`config.mk`:
```
export PLATFORM = sky130hd
export DESIGN_NAME = heatmap_cell_writer
export DESIGN_NICKNAME = d
export VERILOG_FILES = /design/src/rtl/heatmap_cell_writer.sv
export SDC_FILE = /design/constraint.sdc
export NUM_CORES = 1
export LEC_CHECK = 0
export ABC_AREA = 1
export BUFFER_PORTS_ARGS = -buffer_cell sky130_fd_sc_hd__clkbuf_2
export CAP_MARGIN = 10
export CORE_MARGIN = 2
export CORE_UTILIZATION = 50
export CTS_BUF_LIST = sky130_fd_sc_hd__clkbuf_4
export DETAILED_ROUTE_END_ITERATION = 7
export PLACE_DENSITY = 0.79
export RECOVER_POWER = 25
export SLEW_MARGIN = 5
export SYNTH_ARGS = -nofsm -noshare
export SYNTH_HDL_FRONTEND = slang
export SYNTH_SLANG_ARGS = --single-unit
```
`constraint.sdc`:
```
create_clock -name CLOCK_50 -period 1.61 [get_ports CLOCK_50]
set_input_delay 0.483 -clock CLOCK_50 [delete_from_list [all_inputs] [get_ports CLOCK_50]]
set_output_delay 0.483 -clock CLOCK_50 [all_outputs]
set_load 0.01 [all_outputs]
```
`src/rtl/heatmap_cell_writer.sv`:
```
// Purpose: expands heat-map cell updates (requesters A/B, plus a full-screen clear) into RGB565 pixel writes.
// Latency: first write 2 cycles after accept; an unstalled cell returns to IDLE CELL*CELL+2 cycles after accept.
// Backpressure: x_ready only pulses in IDLE; m_waitrequest holds address/data and stalls the pixel walk.
module heatmap_cell_writer #(
    parameter int          CELL      = 8,
    parameter int          GRID_COLS = 80,
    parameter int          GRID_ROWS = 60,
    parameter logic [31:0] PIX_BASE  = 32'h0000_0000,
    parameter int          Y_SHIFT   = 11,
    parameter logic [7:0]  CLEAR_VAL = 8'd0
) (
    input  logic        CLOCK_50,
    input  logic        reset_n,
    input  logic        a_valid,
    output logic        a_ready,
    input  logic [6:0]  a_col,
    input  logic [5:0]  a_row,
    input  logic [7:0]  a_val,
    input  logic        b_valid,
    output logic        b_ready,
    input  logic [6:0]  b_col,
    input  logic [5:0]  b_row,
    input  logic [7:0]  b_val,
    input  logic        clear_req,
    output logic [31:0] m_address,
    output logic        m_write,
    output logic [15:0] m_writedata,
    input  logic        m_waitrequest,
    output logic        busy,
    output logic [15:0] cells_done,
    output logic [7:0]  err_count
);

    localparam int           PW       = $clog2(CELL);
    localparam logic [PW-1:0] PX_LAST = PW'(CELL - 1);
    localparam logic [6:0]   COL_LIM  = 7'(GRID_COLS);
    localparam logic [6:0]   COL_LAST = 7'(GRID_COLS - 1);
    localparam logic [5:0]   ROW_LIM  = 6'(GRID_ROWS);
    localparam logic [5:0]   ROW_LAST = 6'(GRID_ROWS - 1);

    typedef enum logic [1:0] {S_IDLE, S_LOAD, S_WRITE} state_t;

    state_t          state, state_nxt;
    logic            rr_b;          // 1: B has round-robin priority
    logic            clr_pend;
    logic            clr_mode;
    logic [6:0]      col_q;
    logic [5:0]      row_q;
    logic [7:0]      val_q;
    logic [15:0]     color_q;
    logic [6+PW:0]   x0_q;
    logic [5+PW:0]   y0_q;
    logic [PW-1:0]   px_q, py_q;
    logic [15:0]     cells_done_q;
    logic [7:0]      err_q;

    logic            grant_clr;
    logic            pix_done;
    logic            cell_end;
    logic            out_of_range;
    logic [31:0]     x_pix, y_pix;

    // Heat value to RGB565: red rises with heat, blue falls, green peaks mid-scale.
    function automatic logic [15:0] heat_color(input logic [7:0] v);
        logic [5:0] g;
        g = v[7] ? ~v[6:1] : v[6:1];
        return {v[7:3], g, ~v[7:3]};
    endfunction

    assign out_of_range = (col_q >= COL_LIM) || (row_q >= ROW_LIM);
    assign x_pix        = 32'(x0_q) + 32'(px_q);
    assign y_pix        = 32'(y0_q) + 32'(py_q);
    assign m_address    = (state == S_WRITE) ? PIX_BASE + (y_pix << Y_SHIFT) + (x_pix << 1) : 32'd0;
    assign m_writedata  = (state == S_WRITE) ? color_q : 16'd0;
    assign busy         = (state != S_IDLE) || clr_pend;
    assign cells_done   = cells_done_q;
    assign err_count    = err_q;

    // State register.
    always_ff @(posedge CLOCK_50 or negedge reset_n) begin
        if (!reset_n) state <= S_IDLE;
        else          state <= state_nxt;
    end

    // Next state, grants and Avalon strobe.
    always_comb begin
        state_nxt = state;
        a_ready   = 1'b0;
        b_ready   = 1'b0;
        grant_clr = 1'b0;
        m_write   = 1'b0;
        pix_done  = 1'b0;
        cell_end  = 1'b0;
        case (state)
            S_IDLE: begin
                if (clr_pend) begin
                    grant_clr = 1'b1;
                    state_nxt = S_LOAD;
                end else if (a_valid && (!rr_b || !b_valid)) begin
                    a_ready   = 1'b1;
                    state_nxt = S_LOAD;
                end else if (b_valid) begin
                    b_ready   = 1'b1;
                    state_nxt = S_LOAD;
                end
            end
            S_LOAD: begin
                state_nxt = (!clr_mode && out_of_range) ? S_IDLE : S_WRITE;
            end
            S_WRITE: begin
                m_write = 1'b1;
                if (!m_waitrequest) begin
                    pix_done = 1'b1;
                    if (px_q == PX_LAST && py_q == PX_LAST) begin
                        cell_end = 1'b1;
                        // A sweep loops back through LOAD until the last cell is painted.
                        if (clr_mode && !(col_q == COL_LAST && row_q == ROW_LAST))
                            state_nxt = S_LOAD;
                        else
                            state_nxt = S_IDLE;
                    end
                end
            end
            default: state_nxt = S_IDLE;
        endcase
    end

    // Request latching, pixel walk, clear bookkeeping and counters.
    always_ff @(posedge CLOCK_50 or negedge reset_n) begin
        if (!reset_n) begin
            rr_b         <= 1'b0;
            clr_pend     <= 1'b0;
            clr_mode     <= 1'b0;
            col_q        <= '0;
            row_q        <= '0;
            val_q        <= '0;
            color_q      <= '0;
            x0_q         <= '0;
            y0_q         <= '0;
            px_q         <= '0;
            py_q         <= '0;
            cells_done_q <= '0;
            err_q        <= '0;
        end else begin
            // A request during a sweep or while one is queued collapses into it.
            if (clear_req && !clr_mode && !clr_pend)
                clr_pend <= 1'b1;
            if (grant_clr) begin
                clr_pend <= 1'b0;
                clr_mode <= 1'b1;
                col_q    <= '0;
                row_q    <= '0;
                val_q    <= CLEAR_VAL;
            end
            if (a_ready) begin
                col_q <= a_col;
                row_q <= a_row;
                val_q <= a_val;
                rr_b  <= 1'b1;
            end
            if (b_ready) begin
                col_q <= b_col;
                row_q <= b_row;
                val_q <= b_val;
                rr_b  <= 1'b0;
            end
            if (state == S_LOAD) begin
                if (!clr_mode && out_of_range) begin
                    if (err_q != 8'hFF) err_q <= err_q + 8'd1;
                end else begin
                    color_q <= heat_color(val_q);
                    x0_q    <= {col_q, {PW{1'b0}}};
                    y0_q    <= {row_q, {PW{1'b0}}};
                    px_q    <= '0;
                    py_q    <= '0;
                end
            end
            if (pix_done) begin
                px_q <= px_q + 1'b1;
                if (px_q == PX_LAST) py_q <= py_q + 1'b1;
            end
            if (cell_end) begin
                if (clr_mode) begin
                    if (col_q == COL_LAST) begin
                        col_q <= '0;
                        row_q <= row_q + 6'd1;
                        if (row_q == ROW_LAST) begin
                            clr_mode     <= 1'b0;
                            cells_done_q <= cells_done_q + 16'd1;
                        end
                    end else begin
                        col_q <= col_q + 7'd1;
                    end
                end else begin
                    cells_done_q <= cells_done_q + 16'd1;
                end
            end
        end
    end

endmodule

```
# Yosys cells after proc, flatten, opt, wreduce, memory -nomap -nowiden
# Cells that the tools add are included.
[totals]
ff_bits = 85
out_inout_bits = 76
in_bits = 48
wordCells = 127
[classes]
mux = 60
eq_ne = 13
n_reduce_logical = 26
order_cmp = 2
bitwise_logic = 3
addsub = 9
[op_table]
columns = ["op", "count"]
rows = [
  ["$mux W16", 4],
  ["$mux W6", 7],
  ["$mux W7", 6],
  ["$mux W1", 25],
  ["$mux W8", 3],
  ["$add A21 B12 Y22", 1],
  ["$mux W22", 1],
  ["$mux W3", 7],
  ["$add A16 B1 Y16 const B", 1],
  ["$mux W2", 6],
  ["$add A10 B3 Y11", 1],
  ["$add A9 B3 Y10", 1],
  ["$reduce_and A3 Y1", 3],
  ["$add A8 B1 Y8 const B", 1],
  ["$ne A8 B8 Y1 const B", 1],
  ["$reduce_bool A2 Y1", 4],
  ["$add A7 B1 Y7 const B", 1],
  ["$eq A7 B7 Y1 const B", 1],
  ["$ge A7 B7 Y1 const B", 1],
  ["$logic_and A1 B1 Y1", 7],
  ["$add A3 B1 Y3 const B", 2],
  ["$add A6 B1 Y6 const B", 1],
  ["$eq A3 B3 Y1 const B", 2],
  ["$eq A6 B6 Y1 const B", 1],
  ["other kinds (15)", 25],
]

# Longest topological paths before layout
# Gate-level depths: netlist of the first run.
[logic_depth]
ltp_word = 11
ltp_mapped = 11
ltp_nobuf = 10

# Worst setup path before layout of the first run
# No wires, ideal clock.
[synth_path]
path_kind = "reg2out"
from = "register state[0]"
to = "output port m_address[10]"
n_path_buf = 2
setup_slack_ns = -0.056
arrival_ns = 1.183
required_ns = 1.127
stages_incl_launch_ff = 6
cell_sequence = "dfrtp_1 -> nor2_4 -> inv_1 -> buf_2 -> buf_2 -> nor2_1"
[synth_between]
elab_chain_len = 2
[synth_rtl]
columns = ["element", "line", "source"]
rows = [
  ["from (decl)", "43", "state_t state, state_nxt;"],
  ["from (signal assigned)", "82", "else state <= state_nxt;"],
  ["$eq A2 B2 Y1", "73", "assign m_address = (state == S_WRITE) ? PIX_BASE + (y_pix << Y_SHIFT) + (x_pix << 1) : 32'd0;"],
  ["$mux W22", "73", ""],
  ["to (decl)", "25", "output logic [31:0] m_address,"],
]
# Every way passes these cells.

# Final worst setup path of the first run
[layout_path]
from = "register state[1]"
to = "output port m_writedata[3]"
[layout_between]
elab_chain_len = 2
[layout_rtl]
columns = ["element", "line", "source"]
rows = [
  ["$eq A2 B2 Y1", "74", "assign m_writedata = (state == S_WRITE) ? color_q : 16'd0;"],
  ["$mux W16", "74", ""],
  ["to (decl)", "27", "output logic [15:0] m_writedata,"],
]
# Every way passes these cells.

==> summary.txt, run 1 <==
Global routing
  – First-pass GRT wire length: 20.1 mm
  – Vias in the first global route: 4404
  – Initial antenna violation count: 0
  – Tot GR Track Use: 24.1%
  – Largest net degree at the start of global routing: 85
  – Global route total overflow: 0

Synthesis
  – Syn Area/Cell: 7.18 µm²
  – Post-synthesis sequential area ratio: 43.3%
  – Syn Inst Count: 676
  – Top post-synthesis cells by area: dfrtp_1, nand2_1, nor2_1
  – Yosys top cell by area: dfrtp_1
  – Synth cell types: 26
  – #FFs+latches synth: 84
  – Share of the synthesized area in the top cell type: 43.3%
  – Synth Warn #: 0
  – Synth Cell Area: 0.00485 mm²

Power
  – Leakage power: 3.48 nW
  – Overall power: 0.0103 W
  – Internal power: 0.00592 W
  – Power per cell area: 1450 mW/mm²
  – Comb pwr share: 52.9%
  – Clock share of power: 14.8%
  – Switch share: 42.4%
  – Net Switching: 0.00435 W
  – Max rail drop VDD: 0.000857 V
  – Sequential share of power: 32.3%

Floorplanning
  – Core Region: 0.00933 mm²
  – Die W: 103 µm
  – Initial Utilization: 52.0%
  – Die Y: 103 µm
  – FP Rows: 35
  – Die area: 0.0105 mm²
  – Top-Level Pins: 124

Clocking
  – CTS Root Cell: clkbuf_4
  – CTS tree: done
  – Clock sink count: 84
  – CTS buffer count: 9
  – Clock-pin slew on the worst setup and hold paths: 0.14 ns
  – Max clock buf depth: 2
  – Later-pin clock latency in the skew report: 0.43 ns
  – H-tree depth: 3
  – Hold_buf cts: 0

Min path
  – Hold WC Path Type: primary input to register
  – Hold endpoint: val_q[3]
  – Hold path startpoint: b_val[3]
  – Hold path depth: 3

Detailed routing
  – Via count: 4998
  – Drt total wl: 14.0 mm
  – Via density: 5.20
  – DRC viols: 0
  – Initial drt markers: 274
  – Router iterations before antenna repair: 5
  – Antenna viol nets, final: 0
  – Routed WL per cell: 14.6 µm

Final layout
  – P&R area growth vs syn: 45.6%
  – Ant. Diodes: 0
  – Fin cells: 962
  – Share of layout cells above drive strength 1: 38.1%
  – Layout net count: 887

Placement
  – RD Place Congestion: 0.879
  – PortBufs: 108
  – Post-DP HPWL: 8.68 mm
  – Dpl cells: 924

Run status
  – Failing checks: negative setup slack
  – Status: finished with violations

Setup path
  – Slowest-stage cell, CP: dfrtp_1
  – Arrival time at the worst endpoint: 1.58 ns
  – Max FO, Critical Path: 9
  – Crit path cell chain: inv_2, nor2_4, clkinv_4, buf_8, nor2_4, clkbuf_2
  – Crit path buf inv count: 4
  – Crit-path most repeated cell: nor2_4
  – Worst Setup Path Type: register to output pin
  – Worst r2r dst: row_q[2]
  – Crit start category: register
  – Top Family by Delay on Critical Path: buffers and inverters
  – CP Data Required Time: 1.13 ns
  – CP Launch Point: state[1]
  – Reg-to-reg startpoint: px_q[1]
  – CP endpoint kind: output pin
  – R2r setup slk: -0.12 ns
  – Worst Reg-to-Reg Cells: 9
  – Slowest Stage Delay on Critical Path: 0.43 ns

Job
  – Max_cap viols: 0

Timing
  – Worst slew pin tran: 1.17 ns
  – RSZ-0062 raised after global routing: true
  – Setup violators final: 68
  – Final min period: 2.07 ns
  – Final Max Tran Viols: 0
  – Setup Skew: 0.0174 ns
  – FMAX: 484 MHz
  – Final hold violations: 0
  – Worst Slack Setup Final: -0.457 ns
  – Final worst-path cycle share: 128%
  – Slew headroom: 22.3%
==> flip-flops by register name, indices dropped and copies added (netlist names), 3 cells and up <==
register / flops
val_q: 7
x0_q: 7
row_q: 6
px_q: 3
cells_done: 16
py_q: 3
err_count: 8
col_q: 7
y0_q: 6
color_q: 16
==> synth_stat cells <==
master and count:
buf_4 17, nand3_2 2, o21ai_0 42, xor2_1 10
xnor2_1 14, buf_2 12, nand3_1 54, conb_1 1
or2_2 1, nor2_4 2, buf_1 1, a21oi_1 10
a22oi_1 7, nand2_1 210, nand2_2 1, inv_2 2
ha_1 9, nor2_2 6, nor2_1 90, nand4_1 6
o21ai_1 1, dfrtp_1 84, buf_6 3, nand3b_1 1
inv_1 87, nor3_1 3
==> cells in the final DEF, fill, tap and decap left out, types with 7 or more instances in the layout <==
cell / Yosys / routed
a22oi_1: 7 / 7
nand3_1: 54 / 50
dfrtp_2: 0 / 14
o21ai_0: 42 / 39
nand2_4: 0 / 11
buf_6: 3 / 39
dfrtp_1: 84 / 70
nand2_1: 210 / 184
xor2_1: 10 / 10
nor2_1: 90 / 26
clkbuf_2: 0 / 77
xnor2_1: 14 / 14
clkbuf_4: 0 / 11
inv_1: 87 / 82
nor2_2: 6 / 19
nand2_2: 1 / 15
nor2_4: 2 / 53
conb_1: 1 / 13
buf_4: 17 / 27
==> worst register-to-register path, stage by stage, from the launching register on <==
cell and delay, ns:
dfrtp_1 0.39, ha_2 0.20, ha_4 0.14, nand2_4 0.05
nor2_4 0.17, nand3_4 0.15, nor2_4 0.18, buf_12 0.16
nor2_1 0.07, a21oi_1 0.15
==> worst max-delay path by stage <==
stage          slack [ns]  cells past startpoint             end
3_5_place_dp        -0.11                      9        col_q[5]
2_1_floorplan      -0.004                      6   m_address[10]
5_1_grt             -0.54                      6  m_writedata[3]
3_3_place_gp        -0.07                      9        row_q[5]
6_report            -0.46                      6  m_writedata[3]
4_1_cts             -0.45                      5   m_address[17]
==> layer usage <==
layer	up-vias	routed length [µm]	global-route usage, %	share of wire [%]
met5	-	0	0	0
li1	2379	-	-	-
met3	26	791	3.93	5.6
met2	222	7270	42.0	52
met1	2371	5790	31.9	41
met4	0	196	5.03	1.4
==> cell type report <==
cell class,instances,area [µm²]
fill,664,2260
tap,129,161
multi-input combinational,482,2880
clock inverter,5,103
clock buffer,9,67.6
sequential,84,2120
inverter,89,352
timing repair inverter,1,7.51
timing repair buffer,163,1380
==> timing repair <==
| item | in CTS | in global routing |
|---|---|---|
| pin swaps | 2 | 43 |
| cloned | 2 | 7 |
| resized for setup | 35 | 184 |
| buffers inserted | 5 | 14 |
| endpoints found under the setup margin | 68 | 99 |
==> power by group through the flow <==
stage / Sequential (W) / Combinational (W) / Clock, W
floorplan: 0.00321 / 0.00298 / 0
CTS: 0.00327 / 0.00457 / 0.00152
global route: 0.00339 / 0.00593 / 0.00163
finish: 0.00332 / 0.00543 / 0.00152
global placement: 0.00328 / 0.00402 / 0
detailed placement: 0.00332 / 0.00415 / 0
==> cell families (layout without fill, tap and decap cells) <==
kind of cell             after synthesis  count (layout)  share of synthesized area [%]
AO/OA/AOI/OAI                         60              60                           6.55
XOR/XNOR                              24              24                           4.33
adder cells (fa/ha/maj)                9               9                           2.32
buffers and inverters                122             267                           11.5
flip-flops                            84              84                           43.3
other                                  1              13                         0.0772
AND/OR/NAND/NOR                      376             376                           31.9
==> through the flow <==
stage | hold slack [ns] | utilization, % | instance area [µm²] | worst slack (ns) | setup TNS (ns)
after floorplan | 0.187 | - | 5160 | -0.00354 | -0.106
after global placement | 0.462 | 63.5 | 5920 | -0.0699 | -1.29
after detailed placement | 0.463 | 63.5 | 5920 | -0.114 | -2.83
after CTS | 0.0706 | 67.4 | 6290 | -0.455 | -16.44
after global routing | 0.285 | 75.8 | 7070 | -0.537 | -23.44
final | 0.280 | 75.8 | 7070 | -0.457 | -18.43
No activity file was read; power rests on OpenSTA's default activity.
==> run 2, diff against run 1 <==
CORE_UTILIZATION = 55   (was 50)
PLACE_DENSITY = 0.82   (was 0.79)
clock period = 2.15 ns   (was 1.61 ns; I/O delays follow)
==> run 2 against run 1 <==
Against the previous run:
- the flow still finishes with violations (negative setup slack)
- critical path depth down 1
- clock power down 39%
- largest cell class unchanged
- critical endpoint is now b_ready
- first-iteration DRC count up 4.4%
- worst setup slack better by 0.45 ns
- core utilization down 8.2 points
- sequential share of layout area up 6.1 points
- hold slack better by 0.15 ns
- cell area down 17%
- die area down 8.7%
- power down 38%
- routed wire length down 18%
- largest power group unchanged
==> summary.txt, run 2 (same netlist as run 1, synthesis figures left out) <==
Min path
  – Hold endpoint: val_q[4]
  – Hold path startpoint: b_val[4]
  – Hold WC Path Type: primary input to register
  – Hold path depth: 3 (unchanged)

Timing
  – Slew headroom: 10.6% (-12 points)
  – Final Max Tran Viols: 0 (unchanged)
  – FMAX: 463 MHz
  – RSZ-0062 raised after global routing: true
  – Final hold violations: 0 (unchanged)
  – Setup violators final: 3 (-96%)
  – Final worst-path cycle share: 100%
  – Final min period: 2.16 ns
  – Worst slew pin tran: 1.34 ns (+0.176 ns)
  – Worst Slack Setup Final: -0.00809 ns (+0.449 ns)
  – Setup Skew: 0.0133 ns (-0.00409 ns)

Clocking
  – Clock sink count: 84 (unchanged)
  – CTS buffer count: 9 (unchanged)
  – Clock-pin slew on the worst setup and hold paths: 0.14 ns (about the same)
  – Max clock buf depth: 2 (unchanged)
  – CTS tree: done
  – CTS Root Cell: clkbuf_4
  – Hold_buf cts: 0 (unchanged)
  – Later-pin clock latency in the skew report: 0.44 ns (about the same)
  – H-tree depth: 3 (unchanged)

Run status
  – Failing checks: negative setup slack
  – Status: finished with violations

Detailed routing
  – Initial drt markers: 286 (+4.4%)
  – Drt total wl: 11.5 mm (-18%)
  – Via count: 4652 (-6.9%)
  – Router iterations before antenna repair: 6 (+1)
  – DRC viols: 0 (unchanged)
  – Antenna viol nets, final: 0 (unchanged)
  – Via density: 5.11 (-1.7%)
  – Routed WL per cell: 12.7 µm (-13%)

Final layout
  – Most frequent cells in the layout: nand2_1, inv_1, dfrtp_1, nor2_1, clkbuf_2
  – Ant. Diodes: 0 (unchanged)
  – Commonest non-fill, non-tap cell in the layout: nand2_1
  – Fin cells: 911 (-5.3%)
  – Layout net count: 855 (-3.6%)
  – Share of layout cells above drive strength 1: 22.4% (-16 points)
  – P&R area growth vs syn: 20.2%

Floorplanning
  – Die area: 0.00959 mm² (-8.7%)
  – Initial Utilization: 56.2% (+4.2 points)
  – Core Region: 0.00864 mm² (-7.4%)
  – Die W: 98.0 µm (-4.5%)
  – Top-Level Pins: 124 (unchanged)
  – FP Rows: 34 (-2.9%)
  – Die Y: 98.0 µm (-4.5%)

Setup path
  – Worst r2r dst: row_q[5]
  – CP endpoint kind: output pin
  – CP Launch Point: state[1]
  – R2r setup slk: 0.16 ns (+0.28 ns)
  – Worst Setup Path Type: register to output pin
  – Slowest Stage Delay on Critical Path: 0.42 ns (about the same)
  – Crit path cell chain: buf_4, nor2_4, nand3_4, nor2_4, buf_6
  – CP Data Required Time: 1.50 ns (+0.37 ns)
  – Reg-to-reg startpoint: px_q[1]
  – Crit path buf inv count: 2 (-2)
  – Top Family by Delay on Critical Path: flip-flops
  – Crit-path most repeated cell: nor2_4
  – Arrival time at the worst endpoint: 1.51 ns (-0.07 ns)
  – Worst Reg-to-Reg Cells: 9 (unchanged)
  – Crit start category: register
  – Max FO, Critical Path: 3 (-6)
  – Slowest-stage cell, CP: dfrtp_1

Global routing
  – First-pass GRT wire length: 19.1 mm (-4.7%)
  – Initial antenna violation count: 0 (unchanged)
  – Global route total overflow: 0 (unchanged)
  – Largest net degree at the start of global routing: 44 (-48%)
  – Vias in the first global route: 4378 (-0.59%)
  – Tot GR Track Use: 24.0% (-0.10 points)

Job
  – Max_cap viols: 0 (unchanged)

Power
  – Overall power: 0.00635 W (-38%)
  – Leakage power: 3.19 nW (-8.2%)
  – Power per cell area: 1090 mW/mm² (-25%)
  – Max rail drop VDD: 0.000734 V (-14%)

Placement
  – Post-DP HPWL: 8.34 mm (-3.9%)
  – Dpl cells: 881 (-4.7%)
  – PortBufs: 108 (unchanged)
  – RD Place Congestion: 0.926 (+5.3%)
## run 2: metrics by stage
step	worst slack, ns	hold WS (ns)	utilization [%]	setup TNS (ns)	instance area, µm²
floorplan	0.322	0.349	-	0	4900
global placement	0.237	0.459	63.1	0	5450
detailed placement	0.190	0.459	63.1	0	5450
CTS	-0.0420	0.0923	65.8	-0.0420	5680
global route	-0.110	0.434	67.6	-3.52	5830
finish	-0.00809	0.433	67.6	-0.0164	5830
## run 2: worst reg2reg max path, delay by kind of cell (launching register included)
kind | cells | cell delay [ns]
AND/OR/NAND/NOR | 5 | 0.99
adder cells (fa/ha/maj) | 2 | 0.32
buffers and inverters | 1 | 0.13
flip-flops | 1 | 0.41
AO/OA/AOI/OAI | 1 | 0.05
## run 2: layout make-up
cell class	count	area, µm²
clock buffers	12	90.1
clock inverters	4	50.0
fillers	739	2800
inverters	89	337
multi-input cells	482	2320
flip-flops and latches	84	2100
well taps	108	135
repair buffers	132	798
## run 2: how the worst max path moves through the flow
stage	end	cells after the start	slack, ns
2_1_floorplan	m_address[10]	5	0.32
5_1_grt	m_writedata[11]	6	-0.11
6_report	b_ready	5	-0.008
4_1_cts	b_ready	5	-0.04
3_3_place_gp	b_ready	4	0.24
3_5_place_dp	b_ready	4	0.19
## run 2: timing repair
action                                 in CTS  in global routing
gates resized for setup                    15                 59
setup buffers                               5                  6
gates cloned                                1                  2
setup endpoints to repair                  37                 37
endpoints found under the hold margin       0                  0
pin swaps                                   3                  2
## run 2: power breakdown
part	total (W)	leakage (nW)	switching (W)	internal [W]
logic	0.00289	2.04	0.00171	0.00119
clock network	0.000925	0.0735	0.000533	0.000392
registers	0.00253	1.08	0.000444	0.00208
## run 2: metal layers
layer | GRT usage [%] | vias to the layer above | wire length (µm)
met5 | 0 | - | 0
met4 | 8.55 | 0 | 249
met2 | 39.9 | 179 | 5560
li1 | - | 2304 | -
met3 | 4.15 | 30 | 826
met1 | 31.7 | 2139 | 4900
